## src/rtl/bcd_convert_seq.sv

```systemverilog
// Sequential binary-to-BCD converter (double-dabble, one input bit per clock)
// with start/done handshake, overflow detection and optional signed input.
//
// state | meaning
// IDLE  | waiting for start, outputs hold last result
// SHIFT | one add-3/shift step per cycle, BIN_W cycles
// DONE  | one cycle, done=1, new result visible; start re-accepts here
module bcd_convert_seq #(
  parameter int BIN_W  = 16,
  parameter int DIGITS = 5,
  parameter int SIGNED = 0
) (
  input  logic                  clk,
  input  logic                  rst_n,
  input  logic                  start,
  input  logic [BIN_W-1:0]      bin_in,
  output logic                  busy,
  output logic                  done,
  output logic [4*DIGITS-1:0]   bcd_out,
  output logic                  neg,
  output logic                  overflow
);

  localparam int CNT_W = $clog2(BIN_W + 1);

  localparam logic [1:0] IDLE  = 2'd0;
  localparam logic [1:0] SHIFT = 2'd1;
  localparam logic [1:0] DONE  = 2'd2;

  logic [1:0]          state;
  logic [BIN_W-1:0]    sreg;
  logic [4*DIGITS-1:0] work;
  logic [4*DIGITS-1:0] corr;
  logic [4*DIGITS-1:0] work_nxt;
  logic [CNT_W-1:0]    cnt;
  logic                neg_w;
  logic                ovf_w;
  logic                ovf_nxt;
  logic                in_neg;
  logic [BIN_W-1:0]    mag;

  // Negating -2^(BIN_W-1) in BIN_W bits yields the same pattern, which is the
  // correct unsigned magnitude.
  assign in_neg = (SIGNED != 0) && bin_in[BIN_W-1];
  assign mag    = in_neg ? (~bin_in + 1'b1) : bin_in;

  always_comb begin
    corr = work;
    for (int i = 0; i < DIGITS; i++) begin
      if (work[4*i +: 4] >= 4'd5)
        corr[4*i +: 4] = work[4*i +: 4] + 4'd3;
    end
  end

  // A corrected top digit with its MSB set would shift out of the register.
  assign work_nxt = {corr[4*DIGITS-2:0], sreg[BIN_W-1]};
  assign ovf_nxt  = ovf_w | corr[4*DIGITS-1];

  assign busy = (state == SHIFT);
  assign done = (state == DONE);

  always_ff @(posedge clk) begin
    if (!rst_n) begin
      state    <= IDLE;
      sreg     <= '0;
      work     <= '0;
      cnt      <= '0;
      neg_w    <= 1'b0;
      ovf_w    <= 1'b0;
      bcd_out  <= '0;
      neg      <= 1'b0;
      overflow <= 1'b0;
    end else begin
      case (state)
        SHIFT: begin
          work  <= work_nxt;
          sreg  <= {sreg[BIN_W-2:0], 1'b0};
          ovf_w <= ovf_nxt;
          cnt   <= cnt - 1'b1;
          if (cnt == CNT_W'(1)) begin
            state    <= DONE;
            bcd_out  <= work_nxt;
            overflow <= ovf_nxt;
            neg      <= neg_w;
          end
        end
        default: begin
          if (start) begin
            state <= SHIFT;
            sreg  <= mag;
            neg_w <= in_neg;
            work  <= '0;
            ovf_w <= 1'b0;
            cnt   <= CNT_W'(BIN_W);
          end else begin
            state <= IDLE;
          end
        end
      endcase
    end
  end

endmodule

```

## config.mk

```make
export PLATFORM = sky130hd
export DESIGN_NAME = bcd_convert_seq
export DESIGN_NICKNAME = d
export VERILOG_FILES = /design/src/rtl/bcd_convert_seq.sv
export SDC_FILE = /design/constraint.sdc
export NUM_CORES = 1
export LEC_CHECK = 0
export ABC_AREA = 1
export CORE_ASPECT_RATIO = 0.8
export CORE_UTILIZATION = 45
export CTS_CLUSTER_DIAMETER = 30
export CTS_CLUSTER_SIZE = 20
export DETAILED_ROUTE_END_ITERATION = 12
export PLACE_DENSITY = 0.7
export SLEW_MARGIN = 20
export SYNTH_ARGS = -nofsm -noshare
export SYNTH_HDL_FRONTEND = slang
export SYNTH_SLANG_ARGS = --single-unit
```

## constraint.sdc

```tcl
create_clock -name clk -period 1.8 [get_ports clk]
set_input_delay 0.45 -clock clk [delete_from_list [all_inputs] [get_ports clk]]
set_output_delay 0.45 -clock clk [all_outputs]
set_load 0.02 [all_outputs]
```

== Word-level counts from Yosys, hierarchy flattened ==
Index checks and enable logic that the tools add are counted.
Word-level totals
  flip-flop bits (word level): 65
  word-level logic and storage cells: 44
  output and inout port bits: 24
  bits of input ports: 19
Operators by class
  reduce and logical (&&, ||, !) cells: 3
  order comparisons: 5
  muxes and demuxes: 16
  equality and inequality tests: 4
  bitwise logic cells: 2
  $add $sub $neg: 6
Operators with widths (number)
  $mux 20: 2
  $mux 16: 2
  $add 4x2->4 const B: 5
  $ge 4x3->1 const B: 5
  $mux 4: 5
  $mux 5: 2
  $eq 5x1->1 const B: 1
  $sub 5x1->5 const B: 1
  $mux 2: 2
  $mux 1: 3
  $eq 2x1->1 const B: 1
  $eq 2x2->1 const B: 1
  $ne 2x1->1 const B: 1
  $reduce_and 2->1: 1
  $reduce_bool 2->1: 1
  $reduce_or 2->1: 1
  $not 1->1: 1
  $or 1x1->1: 1

== Logic depth before layout (Yosys ltp) ==
Gate-level depths: netlist (run 1).
  depth after elaboration: 4
  depth in mapped cells: 9
  gate-level depth less buffers: 9

== Worst setup path before layout (run 1) ==
Ideal clock, no wire load.
  path type: flip-flop to output port
  from: register state[1]
  to: output port busy
  data required time: 1.350 ns
  path buffers: 1
  data arrival time: 0.787 ns
  stages on the path, launching flop included: 5
  slack: 0.563 ns
  cells stage by stage: dfxtp_1 inv_1 nand2_4 inv_4 buf_2
On the way
  cells in the longest elaborated chain, start to end: 1
RTL lines
  start, declared: RTL line 30  | logic [1:0] state;
  start signal, assigned: RTL line 64  | state <= IDLE;
  start signal, assigned: RTL line 81  | state <= DONE;
  start signal, assigned: RTL line 89  | state <= SHIFT;
  $eq 2x1->1: RTL line 59  | assign busy = (state == SHIFT);
  end, declared: RTL line 17  | output logic busy,
No other way between the ends.

== Final worst setup path (run 1) ==
  from: register bcd_out[17]
  to: output port bcd_out[17]
RTL lines
  start, declared: RTL line 19  | output logic [4*DIGITS-1:0] bcd_out,
  start signal, assigned: RTL line 82  | bcd_out <= work_nxt;
No word-level cell between the ends.

==> flow_metrics.env, run 1 <==
export IMPL_critPathSlowestCell="clkdlybuf4s50_1"
export IMPL_hp_start="bcd_out[3]"
export IMPL_r2r_end="cnt[2]"
export IMPL_grt_use_total=0.1967
export IMPL_synthesis_nets=445
export IMPL_fin_crit_sh=0.9577
export IMPL_cpPeakStageDelay_ns=0.60
export IMPL_grt_overflow=0
export IMPL_yosysMostFrequentCell="nand2_1"
export IMPL_setup_slack_ns=0.07608
export IMPL_drc=0
export IMPL_antenna_found_initial=0
export IMPL_avgRoutedWirePerCell_um=11.63
export IMPL_rsz0062_at_grt="false"
export IMPL_final_max_slew_viol_count=0
export IMPL_leakagePower_nw=1.535
export IMPL_final_nets=487
export IMPL_status="completed"
export IMPL_endpoint_kind="output pin"
export IMPL_viasPerCell=5.033
export IMPL_setup_tns_final_ns=0
export IMPL_netlist_area_mm2=0.003057
export IMPL_critPathKind="flip-flop to output pin"
export IMPL_diodes=0
export IMPL_core_mm2=0.006474
export IMPL_vdd_drop_max_uv=462.4
export IMPL_synth_top_cell_area_share=0.4257
export IMPL_dr_pass1_iters=4
export IMPL_yosysSeqAreaShare=0.4257
export IMPL_synth_edf_count=0
export IMPL_dp_cells=529
export IMPL_period_minus_slack_ns=1.724
export IMPL_dp_slack_ns=0.07954
export IMPL_power_density_mw_per_mm2=839.1
export IMPL_ys_seq_elements=65
export IMPL_ant_nets=0
export IMPL_instances_no_fill=544
export IMPL_cts_max_path_buffers=2
export IMPL_r2r_setup_slack_ns=0.28
export IMPL_start_kind="flip-flop"
export IMPL_setup_violations=0
export IMPL_grt_max_degree=40
export IMPL_routabilityCongestion=0.8447
export IMPL_h_tree_depth=3
export IMPL_finalPower_mw=3.161
export IMPL_hold_buffers=0
export IMPL_drv_cap=0
export IMPL_port_buffers=41
export IMPL_critPathBufInv=1
export IMPL_synthCells=414
export IMPL_whs_ns=0.4506
export IMPL_clk_pin_slew_ns=0.07
export IMPL_routed_wl_um=6325
export IMPL_clk_insertion_delay_late_ns=0.34
export IMPL_rr_startpoint="state[1]"
export IMPL_synthFlopType="dfxtp_1"
export IMPL_synth_distinct_cells=30
export IMPL_worst_path_max_fanout=2
export IMPL_root_buffer="clkbuf_8"
export IMPL_grt_pass1_wl_um=10800
export IMPL_die_area_mm2=0.007128
export IMPL_reg2reg_depth=7
export IMPL_dp_final_hpwl_um=4387
export IMPL_row_count=26
export IMPL_yosys_area_top_type="dfxtp_1"
export IMPL_yosys_warnings=0
export IMPL_cts_tree="built"
export IMPL_final_cell_area_mm2=0.003767
export IMPL_dieWidth_um=94.15
export IMPL_async_flop_share=0
export IMPL_finClkSkew_ns=0.007457
export IMPL_critPathTopFamily="buffers and inverters"
export IMPL_grt_pass1_vias=2432
export IMPL_die_y_um=75.72
export IMPL_final_util=0.5819
export IMPL_cts_sinks=65
export IMPL_drive_above_1_share=0.09565
export IMPL_syn_to_final_growth_pct=23.25
export IMPL_start_util=0.4722
export IMPL_placed_cell_area_mm2=0.003533
export IMPL_syn_avg_cell_area_um2=7.383
export IMPL_hold_class="flip-flop to flip-flop"
export IMPL_required_ns=1.35
export IMPL_vias=2738
export IMPL_cts_buffers_inserted=9
export IMPL_min_path_cells=2
export IMPL_path_cells="clkdlybuf4s50_1"
export IMPL_clock_fmax_mhz=580.1
export IMPL_crit_arrival_ns=1.27
export IMPL_io_pins=43
export IMPL_synth_area_top_cells="dfxtp_1 43%, nand2_1 20%, a21oi_1 6.1%"
export IMPL_drtIter0Drc=173
export IMPL_ys_top_cells_by_count="161 x nand2_1, 65 x dfxtp_1, 37 x a21oi_1"
export IMPL_hold_path_endpoint="bcd_out[3]"
export IMPL_hold_viol=0
## layout by cell type (no fill, tap or decap)
cell type,synthesis,layout
a21oi_1,37,37
a31oi_1,15,15
and2_1,1,1
buf_12,0,3
buf_4,2,4
bufinv_16,0,2
clkbuf_1,4,1
clkbuf_8,0,12
clkdlybuf4s50_1,0,36
clkinv_1,1,1
conb_1,1,1
dfxtp_1,65,65
dlygate4sd2_1,0,2
dlymetal6s2s_1,0,3
ha_1,12,12
inv_1,27,27
inv_2,3,3
inv_4,1,1
nand2_1,161,161
nand2_2,1,1
nand2_4,2,2
nand3_1,26,26
nand3_2,1,1
nand4_1,10,10
nor2_1,4,4
nor2_2,2,2
nor2_4,1,1
nor2_8,1,1
nor3_2,1,1
o21ai_0,10,10
o21ai_1,2,2
o21ai_2,10,10
o22ai_1,1,1
or2_0,1,1
## layer usage
metal	wire length [um]	track usage	vias up	part of all wire
met1	2984	0.2466	1231	0.47
met3	278	0.05090	9	0.044
met4	67	0.06325	0	0.011
li1	-	-	1441	-
met2	2995	0.3349	57	0.47
met5	0	0	-	0
## sequential cells by signal, indices dropped and copies added, names as in the netlist
name      count
bcd_out      20
cnt           5
overflow      1
ovf_w         1
sreg         16
state         2
work         20
## where the power goes
group / switching [mW] / total, mW / leakage [nW] / internal [mW]
Sequential: 0.0226 / 1.50 / 0.527 / 1.47
Clock: 0.522 / 1.41 / 0.116 / 0.887
Combinational: 0.148 / 0.255 / 0.892 / 0.106
Total: 0.693 / 3.16 / 1.53 / 2.47
## logic make-up (layout without fill, tap and decap cells)
| family | after synthesis | after routing | synth area share |
|---|---|---|---|
| flip-flops | 65 | 65 | 0.4257 |
| AO/OA/AOI/OAI | 75 | 75 | 0.1416 |
| buffers and inverters | 49 | 95 | 0.08228 |
| adder cells (fa/ha/maj) | 12 | 12 | 0.04912 |
| AND/OR/NAND/NOR | 212 | 212 | 0.3000 |
| other | 1 | 1 | 0.001227 |
## timing repair
item	in CTS	in global routing
setup buffers	0	0
endpoints found under the setup margin	2	3
cloned	0	0
gates resized for setup	2	3
## cell type report
cell class                      instances  area (um^2)
Fill cell                             607         2706
Multi-Input combinational cell        300         1504
Sequential cell                        65         1301
Timing Repair Buffer                   48        505.5
Clock buffer                           13        168.9
Inverter                               32        122.6
Tap cell                               84        105.1
Clock inverter                          2        60.06
## worst max-delay path by stage
stage	start	end	slack, ns	cells after the start
2_1_floorplan	state[1]	busy	0.56	4
3_3_place_gp	rst_n	bcd_out[9]	0.13	6
3_5_place_dp	start	sreg[11]	0.08	7
4_1_cts	bcd_out[1]	bcd_out[1]	0.01	1
5_1_grt	state[1]	busy	0.01	4
6_report	bcd_out[17]	bcd_out[17]	0.08	1
No activity file was read; power rests on OpenSTA's default activity.
==> run 2: changes to the inputs <==
- CTS_CLUSTER_SIZE: 20 -> 12
- PLACE_DENSITY: 0.7 -> not set
- PLACE_DENSITY_LB_ADDON: not set -> 0.3
- clock period: 1.8 -> 1.4 ns (I/O delays scaled with it)
==> run 2 against run 1 <==
  * Sequential share of layout area fell by 0.68 points
  * Via count rose by 3.3%
  * Total power rose by 24%
  * First-iteration DRC count fell by 27%
  * Critical path depth did not move
  * Design area rose by 2.2%
  * Critical path type unchanged
  * Critical endpoint is now bcd_out[13]
  * Largest power group unchanged
==> flow_metrics.env, run 2 (synthesis results as in run 1) <==
export IMPL_power_frac_clock=0.417
export IMPL_whs_ns=0.4482
export IMPL_instances_no_fill=556
export IMPL_root_buffer="clkbuf_8"
export IMPL_min_path_cells=2
export IMPL_period_minus_slack_ns=1.345
export IMPL_clock_fmax_mhz=743.6
export IMPL_cp_startpoint="bcd_out[13]"
export IMPL_drtIter0Drc=126
export IMPL_avgRoutedWirePerCell_um=11.91
export IMPL_placed_cell_area_mm2=0.003641
export IMPL_swShare=0.2293
export IMPL_setup_tns_final_ns=0
export IMPL_dp_final_hpwl_um=4568
export IMPL_leakagePower_nw=1.618
export IMPL_finClkSkew_ns=0.008556
export IMPL_critPathKind="flip-flop to output pin"
export IMPL_cts_tree="built"
export IMPL_setup_slack_ns=0.05523
export IMPL_die_y_um=75.72
export IMPL_combinationalPowerShare=0.094
export IMPL_port_buffers=41
export IMPL_crit_arrival_ns=0.99
export IMPL_power_density_mw_per_mm2=1022
export IMPL_routed_wl_um=6624
export IMPL_r2r_setup_slack_ns=0.08
export IMPL_row_count=26
export IMPL_rr_startpoint="cnt[1]"
export IMPL_drv_cap=0
export IMPL_final_cell_mix="159 x nand2_1, 63 x dfxtp_1, 36 x a21oi_1"
export IMPL_vias=2827
export IMPL_start_util=0.4722
export IMPL_reg2reg_depth=7
export IMPL_hold_class="flip-flop to flip-flop"
export IMPL_dr_pass1_iters=4
export IMPL_vdd_drop_max_uv=574.7
export IMPL_crit_path_end="bcd_out[13]"
export IMPL_cts_setup_buffers=0
export IMPL_seq_power_share=0.489
export IMPL_final_nets=498
export IMPL_status="completed"
export IMPL_critPathSlowestCell="dfxtp_1"
export IMPL_final_max_slew_viol_count=0
export IMPL_finalPower_mw=3.934
export IMPL_syn_to_final_growth_pct=25.95
export IMPL_grt_use_total=0.2070
export IMPL_hold_viol=0
export IMPL_antenna_found_initial=0
export IMPL_dp_cells=540
export IMPL_die_area_mm2=0.007128
export IMPL_grt_pass1_wl_um=11320
export IMPL_io_pins=43
export IMPL_viasPerCell=5.085
export IMPL_cpPeakStageDelay_ns=0.33
export IMPL_diodes=0
export IMPL_start_kind="flip-flop"
export IMPL_critPathTopFamily="flip-flops"
export IMPL_setup_violations=0
export IMPL_r2r_end="bcd_out[8]"
export IMPL_endpoint_kind="output pin"
export IMPL_cts_sinks=65
export IMPL_critPathBufInv=1
export IMPL_cp_depth=1
export IMPL_final_common_cell="nand2_1"
export IMPL_grt_overflow=0
export IMPL_reg_largest_list="bcd_out (20), work (20), sreg (16)"
export IMPL_clk_insertion_delay_late_ns=0.33
export IMPL_ant_nets=0
export IMPL_final_cell_area_mm2=0.003850
export IMPL_clk_pin_slew_ns=0.07
export IMPL_drc=0
export IMPL_worst_path_max_fanout=2
export IMPL_path_cells="dlygate4sd2_1"
export IMPL_rsz0062_at_grt="false"
export IMPL_routabilityCongestion=0.8992
export IMPL_grt_max_degree=25
export IMPL_power_switching_mw=0.9021
export IMPL_h_tree_depth=3
export IMPL_core_mm2=0.006474
export IMPL_nFillCells=576
export IMPL_power_internal_mw=3.032
export IMPL_final_util=0.5947
export IMPL_fin_crit_sh=0.9605
export IMPL_dieWidth_um=94.15
export IMPL_drive_above_1_share=0.1525
export IMPL_grt_pass1_vias=2595
export IMPL_cts_max_path_buffers=2
export IMPL_dp_slack_ns=-0.1705
export IMPL_required_ns=1.05
export IMPL_cts_buffers_inserted=9
## run 2: changes by cell type in the layout (fill, tap and decap cells not counted), sizes merged
cell | previous run | this run
buf | 7 | 20
bufinv | 2 | 1
clkbuf | 13 | 17
clkdlybuf4s15 | 0 | 6
clkdlybuf4s50 | 36 | 18
clkinvlp | 0 | 1
dlygate4sd2 | 2 | 12
dlymetal6s2s | 3 | 0
## run 2: area by class of cell
class	count	area (um^2)	share of cell area
multi-input combinational	300	1528	0.3968
clock buffer	14	172.7	0.04485
sequential	65	1304	0.3386
timing repair buffer	59	579.3	0.1505
clock inverter	2	35.03	0.009100
tap	84	105.1	0.02730
inverter	32	126.4	0.03282
## run 2: what timing repair did
item,CTS,global route
pin swaps,0,1
gates resized for setup,32,27
setup endpoints to repair,36,43
hold buffers,0,0
## run 2: worst min-delay path by stage
stage / start / end
floorplan: sreg[15] / bcd_out[0]
global placement: bcd_out[15] / bcd_out[15]
detailed placement: bcd_out[11] / bcd_out[11]
CTS: bcd_out[11] / bcd_out[11]
global route: bcd_out[10] / bcd_out[10]
finish: bcd_out[11] / bcd_out[11]
## run 2: power groups by stage
stage	Clock, mW	Combinational (mW)	Sequential (mW)
finish	1.64	0.370	1.92
global route	1.76	0.412	1.93
CTS	1.68	0.368	1.92
detailed placement	0	0.368	1.96
global placement	0	0.360	1.97
floorplan	0	0.228	1.96
## run 2: routing by layer
layer / global-route usage / vias up / share of wire
li1: - / 1458 / -
met1: 0.2552 / 1305 / 0.48
met2: 0.3551 / 56 / 0.47
met3: 0.05389 / 8 / 0.035
met4: 0.07179 / 0 / 0.013
met5: 0 / - / 0
==> run 3: changes to the inputs <==
- PLACE_DENSITY_LB_ADDON: 0.3 -> 0.12
==> run 3 against run 2 <==
  * Count of clock-buffer cells in the layout is 1 lower
  * Total power decreased by 5.8%
  * Utilization down 0.21 points
  * Global-route usage is 0.38 points lower
  * Final cell count decreased by 0.18%
  * Die area is the same
  * Critical path type unchanged
  * Critical endpoint is now bcd_out[18]
==> flow_metrics.env, run 3 (synthesis results as in run 1) <==
export IMPL_status="completed"
export IMPL_final_common_cell="nand2_1"
export IMPL_drv_cap=0
export IMPL_row_count=26
export IMPL_nFillCells=627
export IMPL_path_cells="dlygate4sd2_1"
export IMPL_seq_power_share=0.519
export IMPL_wl_met2_um=2861
export IMPL_drc=0
export IMPL_required_ns=1.05
export IMPL_period_minus_slack_ns=1.355
export IMPL_cts_max_path_buffers=2
export IMPL_io_pins=43
export IMPL_hold_path_endpoint="overflow"
export IMPL_start_kind="flip-flop"
export IMPL_vias=2736
export IMPL_routabilityCongestion=0.9203
export IMPL_met1_length_um=3283
export IMPL_antenna_found_initial=0
export IMPL_power_switching_mw=0.8814
export IMPL_whs_ns=0.4488
export IMPL_r2r_end="bcd_out[13]"
export IMPL_cp_startpoint="bcd_out[18]"
export IMPL_dp_final_hpwl_um=4515
export IMPL_diodes=0
export IMPL_power_frac_clock=0.381
export IMPL_critPathTopFamily="flip-flops"
export IMPL_drtIter0Drc=150
export IMPL_ant_nets=0
export IMPL_reg_largest_list="bcd_out (20), work (20), sreg (16)"
export IMPL_clock_fmax_mhz=738.2
export IMPL_grt_pass1_vias=2436
export IMPL_start_util=0.4722
export IMPL_setup_slack_ns=0.04543
export IMPL_grt_overflow=0
export IMPL_finalPower_mw=3.705
export IMPL_power_density_mw_per_mm2=965.7
export IMPL_leakagePower_nw=1.620
export IMPL_min_path_cells=2
export IMPL_grt_pass1_wl_um=10920
export IMPL_power_internal_mw=2.823
export IMPL_dieWidth_um=94.15
export IMPL_dr_wl_met3_um=252
export IMPL_cts_sinks=65
export IMPL_rr_startpoint="cnt[1]"
export IMPL_fin_crit_sh=0.9675
export IMPL_final_nets=500
export IMPL_dr_pass1_iters=4
export IMPL_critPathSlowestCell="dfxtp_1"
export IMPL_reg2reg_depth=7
export IMPL_crit_arrival_ns=1.00
export IMPL_core_mm2=0.006474
export IMPL_vdd_drop_max_uv=579.1
export IMPL_swShare=0.2379
export IMPL_cts_buffers_inserted=9
export IMPL_combinationalPowerShare=0.099
export IMPL_die_area_mm2=0.007128
export IMPL_hold_viol=0
export IMPL_critPathKind="flip-flop to output pin"
export IMPL_finClkSkew_ns=0.006573
export IMPL_port_buffers=41
export IMPL_avgRoutedWirePerCell_um=11.68
export IMPL_root_buffer="clkbuf_8"
export IMPL_clk_insertion_delay_late_ns=0.34
export IMPL_grt_use_total=0.2032
export IMPL_final_max_slew_viol_count=0
export IMPL_routed_wl_um=6482
export IMPL_viasPerCell=4.930
export IMPL_endpoint_kind="output pin"
export IMPL_cpPeakStageDelay_ns=0.33
export IMPL_h_tree_depth=3
export IMPL_cts_tree="built"
export IMPL_die_y_um=75.72
export IMPL_syn_to_final_growth_pct=25.50
export IMPL_drive_above_1_share=0.1338
export IMPL_setup_tns_final_ns=0
export IMPL_hp_start="overflow"
export IMPL_final_cell_mix="161 x nand2_1, 64 x dfxtp_1, 37 x a21oi_1"
export IMPL_worst_path_max_fanout=2
export IMPL_r2r_setup_slack_ns=0.11
export IMPL_hold_class="flip-flop to flip-flop"
export IMPL_grt_max_degree=23
export IMPL_top_layer="met4"
export IMPL_clk_pin_slew_ns=0.07
export IMPL_critPathBufInv=1
export IMPL_setup_violations=0
export IMPL_dp_slack_ns=-0.2082
==> run 3: cell count changes in the layout (fill, tap and decap cells not counted), sizes merged <==
cell	change
dlygate4sd2	-1
bufinv	-1
clkbuf	-4
clkinvlp	-1
clkdlybuf4s15	+4
buf	+2
==> run 3: worst max-delay path by stage <==
| stage | cells past startpoint | slack, ns | end |
|---|---|---|---|
| 3_3_place_gp | 7 | -0.18 | sreg[6] |
| 2_1_floorplan | 8 | 0.19 | ovf_w |
| 4_1_cts | 1 | 0.009 | bcd_out[0] |
| 5_1_grt | 7 | -0.008 | work[17] |
| 6_report | 1 | 0.05 | bcd_out[18] |
| 3_5_place_dp | 7 | -0.21 | sreg[10] |
==> run 3: through the flow <==
| stage | std cells | cell area [um^2] | util |
|---|---|---|---|
| 2_1_floorplan | 414 | 3057 | - |
| 3_3_place_gp | 541 | 3649 | 0.5636 |
| 3_5_place_dp | 541 | 3649 | 0.5636 |
| 4_1_cts | 554 | 3785 | 0.5847 |
| 5_1_grt | 555 | 3836 | 0.5926 |
| 6_report | 555 | 3836 | 0.5926 |
==> run 3: metal layers <==
| metal | track usage | vias up |
|---|---|---|
| met4 | 0.07179 | 0 |
| met1 | 0.2635 | 1223 |
| li1 | - | 1460 |
| met3 | 0.06986 | 11 |
| met2 | 0.3172 | 42 |
| met5 | 0 | - |
==> run 3: power groups by stage <==
| stage | clock network (mW) | registers (mW) | logic (mW) |
|---|---|---|---|
| after floorplan | 0 | 1.96 | 0.228 |
| after global placement | 0 | 1.96 | 0.363 |
| after detailed placement | 0 | 1.96 | 0.367 |
| after CTS | 1.46 | 1.92 | 0.367 |
| after global routing | 1.54 | 1.93 | 0.407 |
| final | 1.41 | 1.92 | 0.368 |
==> run 3: what timing repair did <==
| item | 4_1_cts | 5_1_grt |
|---|---|---|
| endpoints found under the setup margin | 36 | 34 |
| buffers inserted | 0 | 1 |
| gates resized for setup | 30 | 21 |
| hold buffers | 0 | 0 |
| pin swaps | 0 | 1 |
==> run 3: layout make-up <==
| class | count | area (um^2) | share of cell area |
|---|---|---|---|
| inverters | 32 | 122.6 | 0.03196 |
| flip-flops and latches | 65 | 1303 | 0.3395 |
| clock buffers | 13 | 168.9 | 0.04403 |
| multi-input cells | 300 | 1524 | 0.3973 |
| well taps | 84 | 105.1 | 0.02740 |
| repair buffers | 61 | 613.1 | 0.1598 |
==> RTL change 1 (flow settings as in run 3) <==
`BIN_W`: 16 -> 8.
--- a/src/rtl/bcd_convert_seq.sv
+++ b/src/rtl/bcd_convert_seq.sv
@@ -7,5 +7,5 @@
 // DONE  | one cycle, done=1, new result visible; start re-accepts here
 module bcd_convert_seq #(
-  parameter int BIN_W  = 16,
+  parameter int BIN_W  = 8,
   parameter int DIGITS = 5,
   parameter int SIGNED = 0
Interface: changed (resized bin_in); port bits go from 43 to 35. The function was not compared with the original's and may differ.
==> RTL change 1 against run 3 <==
Total power decreased by 14%. Sequential cell count decreased by 9. Worst setup slack got worse by 5.9 ps. Area after synthesis decreased by 13%. Routed wire length decreased by 0.26%. Global-route usage increased by 1.5 points. Cell area decreased by 12%. Highest routed layer unchanged.
==> RTL change 1: results (changes against run 3) <==
** Place
- Number of placed instances, taps included :: 482 (was 541)
- DP Worst Slack :: -103.1 ps (was -208.2 ps)
- The placed cell area is 0.003176 mm^2 (was 0.003649 mm^2).
- The half-perimeter wire length after placement was 4274 um (was 4515 um).

** Global route
- First-pass GRT wire length :: 10520 um (was 10920 um)
- The overall global routing resource usage is 21.83% (was 20.32%).
- Vias in the first global route :: 2273 (was 2436)
- The global routing usage on met2 is 33.51% (was 31.72%).
- The global-route track usage on met1 is 30.76% (was 26.35%).

** Synth
- Post-Syn Nets :: 386 (was 445)
- The share of the yosys chip area belonging to registers came to 42.32% (was 42.57%).
- Ranking of synthesized cells by area :: dfxtp_1, nand2_1, a21oi_1 (unchanged)

** Setup path
- Crit-path slowest cell :: dfxtp_2 (was dfxtp_1)
- The destination of the worst register-to-register timing path is bcd_out[14]$_SDFFE_PN0P_ (was bcd_out[13]$_SDFFE_PN0P_).
- The biggest cell delay along the critical path was 350 ps (was 330 ps).
- Register-to-Register Path Depth :: 8 (was 7)
- Setup slack, reg-to-reg :: 70 ps (was 110 ps)

** Clock tree
- The number of gates given a new drive strength after cts is 31 (was 30).
- H-tree depth :: 2 (was 3)
- Clock buffers created by TritonCTS :: 5 (was 9)
- CTS clock-pin slew for the worst setup and hold paths :: 100 ps (was 70 ps)

** Routing
- TritonRoute pass-1 iters :: 5 (was 4)
- Wire length reported by the detailed router :: 6465 um (was 6482 um)
- Met1 wire length :: 3159 um (was 3283 um)
- The via count is 2561 (was 2736).
- Length of routed met2 wiring :: 2843 um (was 2861 um)

** Finish
- The layout net count was 437 (was 500).

** Run status
- Outcome :: completed (unchanged)

** Power
- IR Drop Worst-Case VDD :: 577.5 uV (was 579.1 uV)
-- RTL change 1: area by class of cell --
type	instances	area, um^2
Clock inverter	1	30.03
Timing Repair Buffer	57	509.2
Inverter	32	127.6
Clock buffer	7	96.34
Tap cell	78	97.59
Multi-Input combinational cell	262	1370
Sequential cell	56	1134
Fill cell	539	2191
-- RTL change 1: power groups by stage --
| stage | Sequential [mW] | Clock (mW) | Combinational, mW |
|---|---|---|---|
| floorplan | 1.72 | 0 | 0.191 |
| global placement | 1.70 | 0 | 0.364 |
| detailed placement | 1.70 | 0 | 0.365 |
| CTS | 1.66 | 1.19 | 0.354 |
| global route | 1.67 | 1.25 | 0.413 |
| finish | 1.66 | 1.16 | 0.373 |
-- RTL change 1: worst min-delay path by stage --
stage / cells after the start / slack (ps) / endpoint / from
after floorplan: 1 / 420 / cnt[2]$_SDFFE_PN0P_ / cnt[2]$_SDFFE_PN0P_
after global placement: 1 / 430 / cnt[2]$_SDFFE_PN0P_ / cnt[2]$_SDFFE_PN0P_
after detailed placement: 1 / 450 / cnt[2]$_SDFFE_PN0P_ / cnt[2]$_SDFFE_PN0P_
after CTS: 1 / 470 / cnt[2]$_SDFFE_PN0P_ / cnt[2]$_SDFFE_PN0P_
after global routing: 2 / 490 / bcd_out[15]$_SDFFE_PN0P_ / bcd_out[15]$_SDFFE_PN0P_
final: 1 / 470 / cnt[2]$_SDFFE_PN0P_ / cnt[2]$_SDFFE_PN0P_
-- RTL change 1: logic make-up (layout without fill, tap and decap cells) --
family                   Yosys count  count (layout)  synth area share (%)
other                              1               1                0.1416
AO/OA/AOI/OAI                     77              77                 15.21
flip-flops                        56              56                 42.32
AND/OR/NAND/NOR                  171             172                 29.05
adder cells (fa/ha/maj)           12              12                 5.668
buffers and inverters             46              97                 7.605
==> RTL change 2 (flow settings as in run 3) <==
Made on the original files. Register the outputs `busy` and `done`, with the module's reset; this adds one clock of latency there. The other outputs are not delayed to match. Comments in the files are not updated.
--- a/src/rtl/bcd_convert_seq.sv
+++ b/src/rtl/bcd_convert_seq.sv
@@ -57,6 +57,13 @@
   assign ovf_nxt  = ovf_w | corr[4*DIGITS-1];
 
-  assign busy = (state == SHIFT);
-  assign done = (state == DONE);
+  always_ff @(posedge clk) begin
+    if (!rst_n) begin
+      busy <= '0;
+      done <= '0;
+    end else begin
+      busy <= (state == SHIFT);
+      done <= (state == DONE);
+    end
+  end
 
   always_ff @(posedge clk) begin
Formal check against the unedited RTL: not equivalent (a bounded check fails within 4 cycles, from zero or initial values and one cycle with rst_n low).
==> RTL change 2 against run 3 <==
Register-to-register slack worse by 40 ps. Non-clock buffer count up 3. Sequential power up 3%. Total power down 0.56%. Critical path type unchanged. Sequential cell count up 2. Routed wire length up 1.0%. Critical path depth unchanged. Area after synthesis down 6.2%. Final cell count down 4.5%. Sequential share of layout area up 2.4 points. Worst setup slack about the same. Global-route usage up 0.64 points. Cell area down 3.7%.
==> RTL change 2: results (changes against run 3) <==
** Run status
- Outcome: completed (unchanged).

** Place
- Last weighted congestion value of the routability-driven placer :: 0.8332 (was 0.9203)
- Number of placed instances, taps included :: 512 (was 541)
- DP Worst Slack :: -251.7 ps (was -208.2 ps)
- Hpwl dp :: 4547 um (was 4515 um)
- The number of I/O port buffers was 41 (unchanged).
- The placed cell area is 0.003462 mm^2 (was 0.003649 mm^2).

** Setup path
- On the worst path, the slowest cell contributes a delay of 340 ps.
- Critical path fanouts, max :: 2 (unchanged)
- The cell type of the slowest stage on the worst timing path is dlygate4sd2_1 (was dfxtp_1).
- The category of cells accounting for the largest share of critical-path delay is buffers and inverters (was flip-flops).

** Routing
- Length of routed met2 wiring :: 2880 um (was 2861 um)
- Met1 wire length :: 3335 um (was 3283 um)
- Via density per instance :: 4.934 (was 4.930)
- The detailed router's first-iteration violation count is 241 (was 150).
- The post-detailed-route wirelength per cell was 12.35 um (was 11.68 um).
- Met3 layer wire length in the routed design :: 262 um (was 252 um)
- The number of optimization iterations in the first detailed-route pass came to 5 (was 4).
- The top layer used by detailed routing is met4 (unchanged).
- The via count is 2615 (was 2736).

** Finish
- The layout net count came to 476 (was 500).
- The utilization after layout is 61.22% (was 59.26%).
- Fraction of final layout cells with drive strength greater than 1 :: 13.14% (was 13.38%)
- The number of filler cells placed in the layout came to 566 (was 627).
- Top flop regs :: bcd_out: 20 flops, work: 20 flops, sreg: 16 flops (unchanged)

** Synth
- The cell count after synthesis is 383 (was 414).
- Ranking of synthesized cells by area: dfxtp_1, nand2_1, nand3_1 (was dfxtp_1, nand2_1, a21oi_1).
- The share of the yosys chip area belonging to registers is 46.79% (was 42.57%).
- The number of library cell types mapped by synthesis was 27 (was 30).
- The number of nets produced by synthesis came to 414 (was 445).
- Most numerous cell types in the synthesized netlist :: nand2_1, dfxtp_1, inv_1, nand3_1, o21ai_0 (was nand2_1, dfxtp_1, a21oi_1)
- The async set-reset flop share out of synthesis is 0% (unchanged).

** Clock tree
- CTS resizes :: 23 (was 30)
- H-tree depth :: 3 (unchanged)
- The number of post-CTS setup repair buffers is 0 (unchanged).

** Global route
- The wire length of the first global-routing pass is 10710 um (was 10920 um).
- Pin count of the biggest net entering global routing :: 22 (was 23)
- The overall global routing resource usage came to 20.96% (was 20.32%).
- The number of global-route vias before repair is 2316 (was 2436).

** Timing
- The clock tree skew after final layout was 8.820 ps (was 6.573 ps).
- The least setup slack across all paths after layout was 45.46 ps (was 45.43 ps).

** Power
- IR Drop Worst-Case VDD :: 560.0 uV (was 579.1 uV)
- Sw frac :: 24.59% (was 23.79%)
- Standby leakage power :: 1.651 nW (was 1.620 nW)
-- RTL change 2: power by group through the flow --
stage / registers (mW) / logic (mW) / clock network, mW
after floorplan: 2.02 / 0.180 / 0
after global placement: 2.02 / 0.316 / 0
after detailed placement: 2.02 / 0.319 / 0
after CTS: 1.98 / 0.317 / 1.40
after global routing: 1.99 / 0.365 / 1.49
final: 1.98 / 0.327 / 1.37
-- RTL change 2: routing by layer --
layer	GRT usage, %	vias to the layer above
met5	0	-
met4	8.642	0
met3	6.832	6
met2	30.39	46
met1	28.82	1193
li1	-	1370
-- RTL change 2: cells by family (layout without fill, tap and decap cells) --
family          after synthesis  in the layout  synth area share, %
flops                        67             67                46.79
fa+ha+maj                    12             12                5.238
simple gates                186            186                27.24
other cells                   1              1               0.1308
compound gates               60             60                11.74
xor+xnor                      4              4                1.222
buf+inv                      53            119                7.639
-- RTL change 2: worst min-delay path: stages (launching register included) --
cell and delay, ps:
dfxtp_1 310, nand2_1 60, nand2_1 40
-- RTL change 2: layout make-up --
cell class                      instances  area share, %
Multi-Input combinational cell        263          36.43
Sequential cell                        67          36.36
Timing Repair Buffer                   64          15.98
Inverter                               40          4.130
Clock buffer                           13          4.028
Tap cell                               81          2.742
Clock inverter                          2         0.3385
-- RTL change 2: worst paths after layout --
kind	from	to	slack (ps)	cells after the start
worst max-delay path	bcd_out[4]$_SDFFE_PN0P_	bcd_out[4]	50	1
worst min-delay path	bcd_out[1]$_SDFFE_PN0P_	bcd_out[1]$_SDFFE_PN0P_	450	2
worst max register to register	cnt[0]$_SDFFE_PN0P_	bcd_out[12]$_SDFFE_PN0P_	70	7
worst min register to register	bcd_out[1]$_SDFFE_PN0P_	bcd_out[1]$_SDFFE_PN0P_	450	2
